### src/rtl/im_program_loader_pkg.sv
// Shared types and constants for the boot-time instruction-memory loader.
package im_loader_pkg;

  // Loader sequencing states, in stream order followed by the two terminal states.
  typedef enum logic [2:0] {
    HDR_HI  = 3'd0,
    HDR_LO  = 3'd1,
    DATA_HI = 3'd2,
    DATA_LO = 3'd3,
    CHECK   = 3'd4,
    RUN     = 3'd5,
    ERROR   = 3'd6
  } loader_state_t;

  // Framing overhead around the payload: 16-bit word count and one checksum byte.
  localparam int HDR_BYTES  = 2;
  localparam int CSUM_BYTES = 1;

  // Word counter width; one bit wider than the header so N = 2**16 would still fit.
  localparam int WCNT_W = 17;

  // Instruction-memory capacity in words for a given address width.
  function automatic logic [WCNT_W-1:0] max_words(input int addr_w);
    max_words = {{(WCNT_W-1){1'b0}}, 1'b1} << addr_w;
  endfunction

endpackage

### src/rtl/im_program_loader_csum.sv
// 8-bit XOR accumulator over the payload bytes of one image.
module loader_csum
  import im_loader_pkg::*;
(
  input  logic       clk,
  input  logic       reset,
  input  logic       clr,
  input  logic       en,
  input  logic [7:0] din,
  output logic [7:0] csum
);

  logic [7:0] acc_reg;

  // Clear wins over accumulate so a restart never folds in a stray byte.
  always_ff @(posedge clk) begin
    if (reset || clr) begin
      acc_reg <= 8'h00;
    end else if (en) begin
      acc_reg <= acc_reg ^ din;
    end
  end

  assign csum = acc_reg;

endmodule

### src/rtl/im_program_loader.sv
// Boot-time program loader: byte stream -> 16-bit words -> instruction-memory
// write port, with an XOR checksum gate that holds the core in reset until a
// complete, verified image is in memory.
module im_program_loader
  import im_loader_pkg::*;
#(
  parameter int ADDR_W = 8
) (
  input  logic              clk,
  input  logic              reset,
  input  logic              in_valid,
  input  logic [7:0]        in_byte,
  output logic              in_ready,
  input  logic              reload,
  output logic              im_we,
  output logic [ADDR_W-1:0] im_addr,
  output logic [15:0]       im_wdata,
  output logic              core_reset,
  output logic              load_done,
  output logic              err_len,
  output logic              err_csum
);

  localparam logic [WCNT_W-1:0] MAX_WORDS = max_words(ADDR_W);

  loader_state_t state_reg, state_next;

  logic [15:0]       n_reg;
  logic [7:0]        hi_reg;
  logic [WCNT_W-1:0] wcnt_reg;
  logic              we_reg;
  logic [ADDR_W-1:0] addr_reg;
  logic [15:0]       wdata_reg;
  logic              done_reg;
  logic              err_len_reg;
  logic              err_csum_reg;

  logic              accept;
  logic              restart;
  logic [7:0]        csum;
  logic              csum_en;
  logic [15:0]       n_full;
  logic [WCNT_W-1:0] wcnt_inc;
  logic              n_too_big;
  logic              last_word;

  // Header value as it will be once the low byte currently on the bus is taken.
  assign n_full    = {n_reg[15:8], in_byte};
  assign n_too_big = ({1'b0, n_full} > MAX_WORDS);
  assign wcnt_inc  = wcnt_reg + {{(WCNT_W-1){1'b0}}, 1'b1};
  assign last_word = (wcnt_inc == {1'b0, n_reg});

  // Only payload bytes contribute to the checksum; header and check byte do not.
  assign csum_en = accept && ((state_reg == DATA_HI) || (state_reg == DATA_LO));

  loader_csum u_csum (
    .clk   (clk),
    .reset (reset),
    .clr   (restart),
    .en    (csum_en),
    .din   (in_byte),
    .csum  (csum)
  );

  // State register.
  always_ff @(posedge clk) begin
    if (reset) begin
      state_reg <= HDR_HI;
    end else begin
      state_reg <= state_next;
    end
  end

  // Next-state logic: advance one step per accepted byte, restart on reload from a terminal state.
  always_comb begin
    state_next = state_reg;
    case (state_reg)
      HDR_HI: begin
        if (accept) state_next = HDR_LO;
      end
      HDR_LO: begin
        if (accept) begin
          if (n_too_big)             state_next = ERROR;
          else if (n_full == 16'd0)  state_next = CHECK;
          else                       state_next = DATA_HI;
        end
      end
      DATA_HI: begin
        if (accept) state_next = DATA_LO;
      end
      DATA_LO: begin
        if (accept) state_next = last_word ? CHECK : DATA_HI;
      end
      CHECK: begin
        if (accept) state_next = (in_byte == csum) ? RUN : ERROR;
      end
      RUN, ERROR: begin
        if (restart) state_next = HDR_HI;
      end
      default: state_next = HDR_HI;
    endcase
  end

  // Output decode: handshake, core reset gate and reload qualification.
  always_comb begin
    in_ready   = 1'b0;
    core_reset = 1'b1;
    restart    = 1'b0;
    case (state_reg)
      HDR_HI, HDR_LO, DATA_HI, DATA_LO, CHECK: in_ready = !reset;
      RUN: begin
        core_reset = reset;
        restart    = reload && !reset;
      end
      ERROR: restart = reload && !reset;
      default: ;
    endcase
    accept = in_valid && in_ready;
  end

  // Datapath: header capture, word assembly, registered write port and status flags.
  always_ff @(posedge clk) begin
    if (reset) begin
      n_reg        <= 16'h0000;
      hi_reg       <= 8'h00;
      wcnt_reg     <= '0;
      we_reg       <= 1'b0;
      addr_reg     <= '0;
      wdata_reg    <= 16'h0000;
      done_reg     <= 1'b0;
      err_len_reg  <= 1'b0;
      err_csum_reg <= 1'b0;
    end else begin
      we_reg <= 1'b0;
      if (restart) begin
        wcnt_reg     <= '0;
        done_reg     <= 1'b0;
        err_len_reg  <= 1'b0;
        err_csum_reg <= 1'b0;
      end
      if (accept) begin
        case (state_reg)
          HDR_HI: n_reg[15:8] <= in_byte;
          HDR_LO: begin
            n_reg[7:0] <= in_byte;
            if (n_too_big) err_len_reg <= 1'b1;
          end
          DATA_HI: hi_reg <= in_byte;
          DATA_LO: begin
            we_reg    <= 1'b1;
            addr_reg  <= wcnt_reg[ADDR_W-1:0];
            wdata_reg <= {hi_reg, in_byte};
            wcnt_reg  <= wcnt_inc;
          end
          CHECK: begin
            if (in_byte == csum) done_reg     <= 1'b1;
            else                 err_csum_reg <= 1'b1;
          end
          default: ;
        endcase
      end
    end
  end

  assign im_we     = we_reg;
  assign im_addr   = addr_reg;
  assign im_wdata  = wdata_reg;
  assign load_done = done_reg;
  assign err_len   = err_len_reg;
  assign err_csum  = err_csum_reg;

endmodule
### config.mk
export PLATFORM = sky130hd
export DESIGN_NAME = im_program_loader
export DESIGN_NICKNAME = d
export VERILOG_FILES = /design/src/rtl/im_program_loader_pkg.sv /design/src/rtl/im_program_loader_csum.sv /design/src/rtl/im_program_loader.sv
export SDC_FILE = /design/constraint.sdc
export NUM_CORES = 1
export LEC_CHECK = 0
export BUFFER_PORTS_ARGS = -buffer_cell sky130_fd_sc_hd__buf_2
export CAP_MARGIN = 10
export CELL_PAD_IN_SITES_DETAIL_PLACEMENT = 0
export CELL_PAD_IN_SITES_GLOBAL_PLACEMENT = 1
export CORE_ASPECT_RATIO = 1.1
export CORE_MARGIN = 4
export CORE_UTILIZATION = 32
export DETAILED_ROUTE_END_ITERATION = 8
export GPL_ROUTABILITY_DRIVEN = 0
export HOLD_SLACK_MARGIN = 0.12
export PLACE_DENSITY = 0.61
export SLEW_MARGIN = 20
export SYNTH_ARGS = -nofsm -noshare
export SYNTH_HDL_FRONTEND = slang
export SYNTH_SLANG_ARGS = --single-unit
### constraint.sdc
create_clock -name clk -period 2.9 [get_ports clk]
set_input_delay 0.58 -clock clk [delete_from_list [all_inputs] [get_ports clk]]
set_output_delay 0.58 -clock clk [all_outputs]
set_load 0.005 [all_outputs]
==> flow_summary.yaml <==
status:
  status: "complete, no violations"
global_route:
  grt_usage_pct: 15.4
  antenna_found_initial: 0
  grt_pass1_vias: 3332
  grt_max_degree: 46
  grt_overflow_total: 0
  grt_pass1_wl_um: 17200
detailed_routing:
  drtAntennaViolNets: 0
  dr.pass1.iters: 4
  wl_per_cell_um: 15.6
  first_iter_violations: 144
  avgViaCountPerCell: 5.12
  wl_um: 10500
  vias: 3440
  route.detailed.drc: 0
die:
  rows: 42
  die_h_um: 124
  die-area_um2: 14100
  initial_core_util_pct: 32.7
  die_w_um: 113
  num_io_pins: 42
  coreArea_um2: 12000
pwr:
  pwr_density_cell_nw_per_um2: 540
  switching_share_pct: 23.6
  ir_worst_vdd_v: 0.000243
  switching_power_mw: 0.576
  comb_power_share_pct: 6.7
  p_clk_share_pct: 46.7
  intPower_mw: 1.86
  pwr-share-seq_pct: 46.6
  leakage_nw: 1.64
sta:
  finalSetupTns_ns: 0
  setup-violations-final: 0
  slew_headroom_pct: 53.2
  slew_viol_final: 0
  finalCriticalPeriod_ns: 2.58
  finalHoldViolCount: 0
  rsz0062_at_grt: "no"
  min_period_over_period_pct: 88.8
  skew_ns: 0.00509
  worst_pin_slew_ns: 0.701
  fmax_ghz: 0.388
layout:
  drive_above_1_share_pct: 15.3
  diodes: 0
  largest_reg_flops: 17
  area_growth_pct: 15.5
  layout.cells.non_filler: 672
  fillerInstances: 1256
  nets: 527
worst_setup_path:
  r2r-start: "wcnt_reg[1]"
  cp-start-kind: "register"
  max_stage_delay_ns: 0.46
  required_ns: 3.10
  crit_start: "wcnt_reg[1]"
  reg2regPathDepth: 7
  reg2reg_to: "state_reg[1]"
  critPathTopFamily: "simple AND/OR/NAND/NOR gates"
  endpoint_kind: "register"
  critical_path_class: "register to register"
  rrSetupSlack_ns: 0.32
  crit_path_frequent_cell: "and4_1"
  crit_arrival_ns: 2.78
  critPathCapture: "state_reg[1]"
  path_buf_inv: 0
  worstPathMaxFanout: 10
  cp_cell_sequence: "ha_1 > and4_1 > and4_1 > nand3_4 > a2111oi_4 > and4_1 > o211ai_1"
  cp_slowest_cell: "dfxtp_1"
  cp.depth: 7
hold_path:
  hp-start: "im_addr[2]"
  hold_class: "register to register"
yosys:
  synth_nets: 504
  synth.distinct_cells: 54
  synth_top_area_cell: "dfxtp_1"
  ys.warnings.count: 0
  syn_inst: 491
  synth.avg_cell_area_um2: 7.97
  ys_async_sr_fraction_pct: 0
  yosys-top-cells-area: "dfxtp_1 (41%), nand2_1 (8.6%), a21oi_1 (6.9%), xnor2_1 (5.4%), xor2_1 (3.6%)"
  synthTopCellsByCount: "nand2_1 (90), dfxtp_1 (80), a21oi_1 (54)"
  synthesis.area_um2: 3910
  yosysSeqAreaShare_pct: 40.9
  synth.top_cell.area_share_pct: 40.9
  synth-seq-cells: 80
  yosysMostFrequentCell: "nand2_1"
  synth_edf_count: 0
  synth_flop_cell: "dfxtp_1"
cts:
  clk_pin_slew_ns: 0.06
  clkLatencyLatePin_ns: 0.34
  cts_tree: "built"
  cts_hold_buf: 0
  postCtsSetupRepairBufs: 0
  cts_max_level: 3
  numCtsBuffers: 9
  root_buffer: "clkbuf_16"
  clock_path_buffers: 2
  clock_sinks: 80
  cts_resized: 0
place:
  place_hpwl_um: 7160
  port_buffers: 41
  dp.cells: 657
flow_run:
  maxCapViolations: 0
==> how the worst min path moves through the flow <==
stage	slack, ns	endpoint	cells after the start
after floorplan	0.43	im_wdata[10]	2
after detailed placement	0.44	im_wdata[13]	2
after global routing	0.47	im_wdata[13]	2
after CTS	0.45	im_wdata[13]	2
final	0.45	im_addr[2]	2
after global placement	0.44	im_wdata[1]	2
==> through the flow <==
step / total power [mW] / cell area (um^2) / setup slack (ns) / hold WS, ns / util [%]
4_1_cts: 2.48 / 4520 / 0.317 / 0.453 / 37.7
6_report: 2.44 / 4520 / 0.323 / 0.450 / 37.7
5_1_grt: 2.54 / 4520 / 0.157 / 0.467 / 37.7
3_3_place_gp: 1.33 / 4220 / 0.376 / 0.441 / 35.2
3_5_place_dp: 1.33 / 4220 / 0.325 / 0.444 / 35.2
2_1_floorplan: 1.27 / 3910 / 0.703 / 0.431 / -
==> routing by layer <==
| layer | part of all wire [%] | global-route usage (%) |
|---|---|---|
| met5 | 0 | 0 |
| met4 | 1.3 | 6.09 |
| met3 | 2.9 | 2.38 |
| met2 | 49 | 25.9 |
| met1 | 47 | 19.8 |
==> power groups by stage <==
stage / combinational [mW] / sequential [mW] / clock (mW)
6_report: 0.164 / 1.14 / 1.14
5_1_grt: 0.185 / 1.14 / 1.21
4_1_cts: 0.166 / 1.14 / 1.17
3_5_place_dp: 0.165 / 1.16 / 0
3_3_place_gp: 0.165 / 1.16 / 0
2_1_floorplan: 0.122 / 1.15 / 0
==> layout make-up <==
class / instances / area, um^2 / area share [%]
Timing Repair Buffer: 53 / 295 / 6.53
Clock buffer: 10 / 239 / 5.29
Multi-Input combinational cell: 363 / 2110 / 46.6
Sequential cell: 80 / 1600 / 35.4
Clock inverter: 5 / 57.6 / 1.27
Inverter: 7 / 26.3 / 0.581
Tap cell: 154 / 193 / 4.26
==> cell families after synthesis <==
family                   after synthesis  share of synthesized area, %
flip-flops                            80                          40.9
multiplexers                           9                          2.33
AND/OR/NAND/NOR                      202                          25.1
adder cells (fa/ha/maj)                1                         0.320
AO/OA/AOI/OAI                        111                          17.0
buffers and inverters                 48                          5.37
XOR/XNOR                              40                          8.95
==> worst min-delay path: cells and delay by family, from the launching register on <==
kind             cells  cell delay, ns
AND/OR/NAND/NOR      1            0.05
flip-flops           1            0.30
AO/OA/AOI/OAI        1            0.05
==> cells in the final DEF, fill, tap and decap left out, types with 2 or more instances in the layout <==
cell,instances
nor4_1,5
nand2_1,90
clkinv_2,2
o211ai_1,3
nand3_1,26
clkbuf_16,9
and2_1,5
a31o_2,3
nand2b_1,4
mux2i_1,8
nand3b_1,2
buf_4,12
and4_1,6
o22ai_1,4
o21ai_0,26
nor2b_1,3
inv_1,7
clkinv_4,2
buf_2,41
o31ai_1,4
dfxtp_1,80
xor2_1,16
and3_1,3
a32oi_1,2
nor2_1,32
o41ai_1,2
xnor2_1,24
a21oi_1,54
or3_1,2
nand4_1,11
nor3_1,2
(Power assumes the default switching activity.)
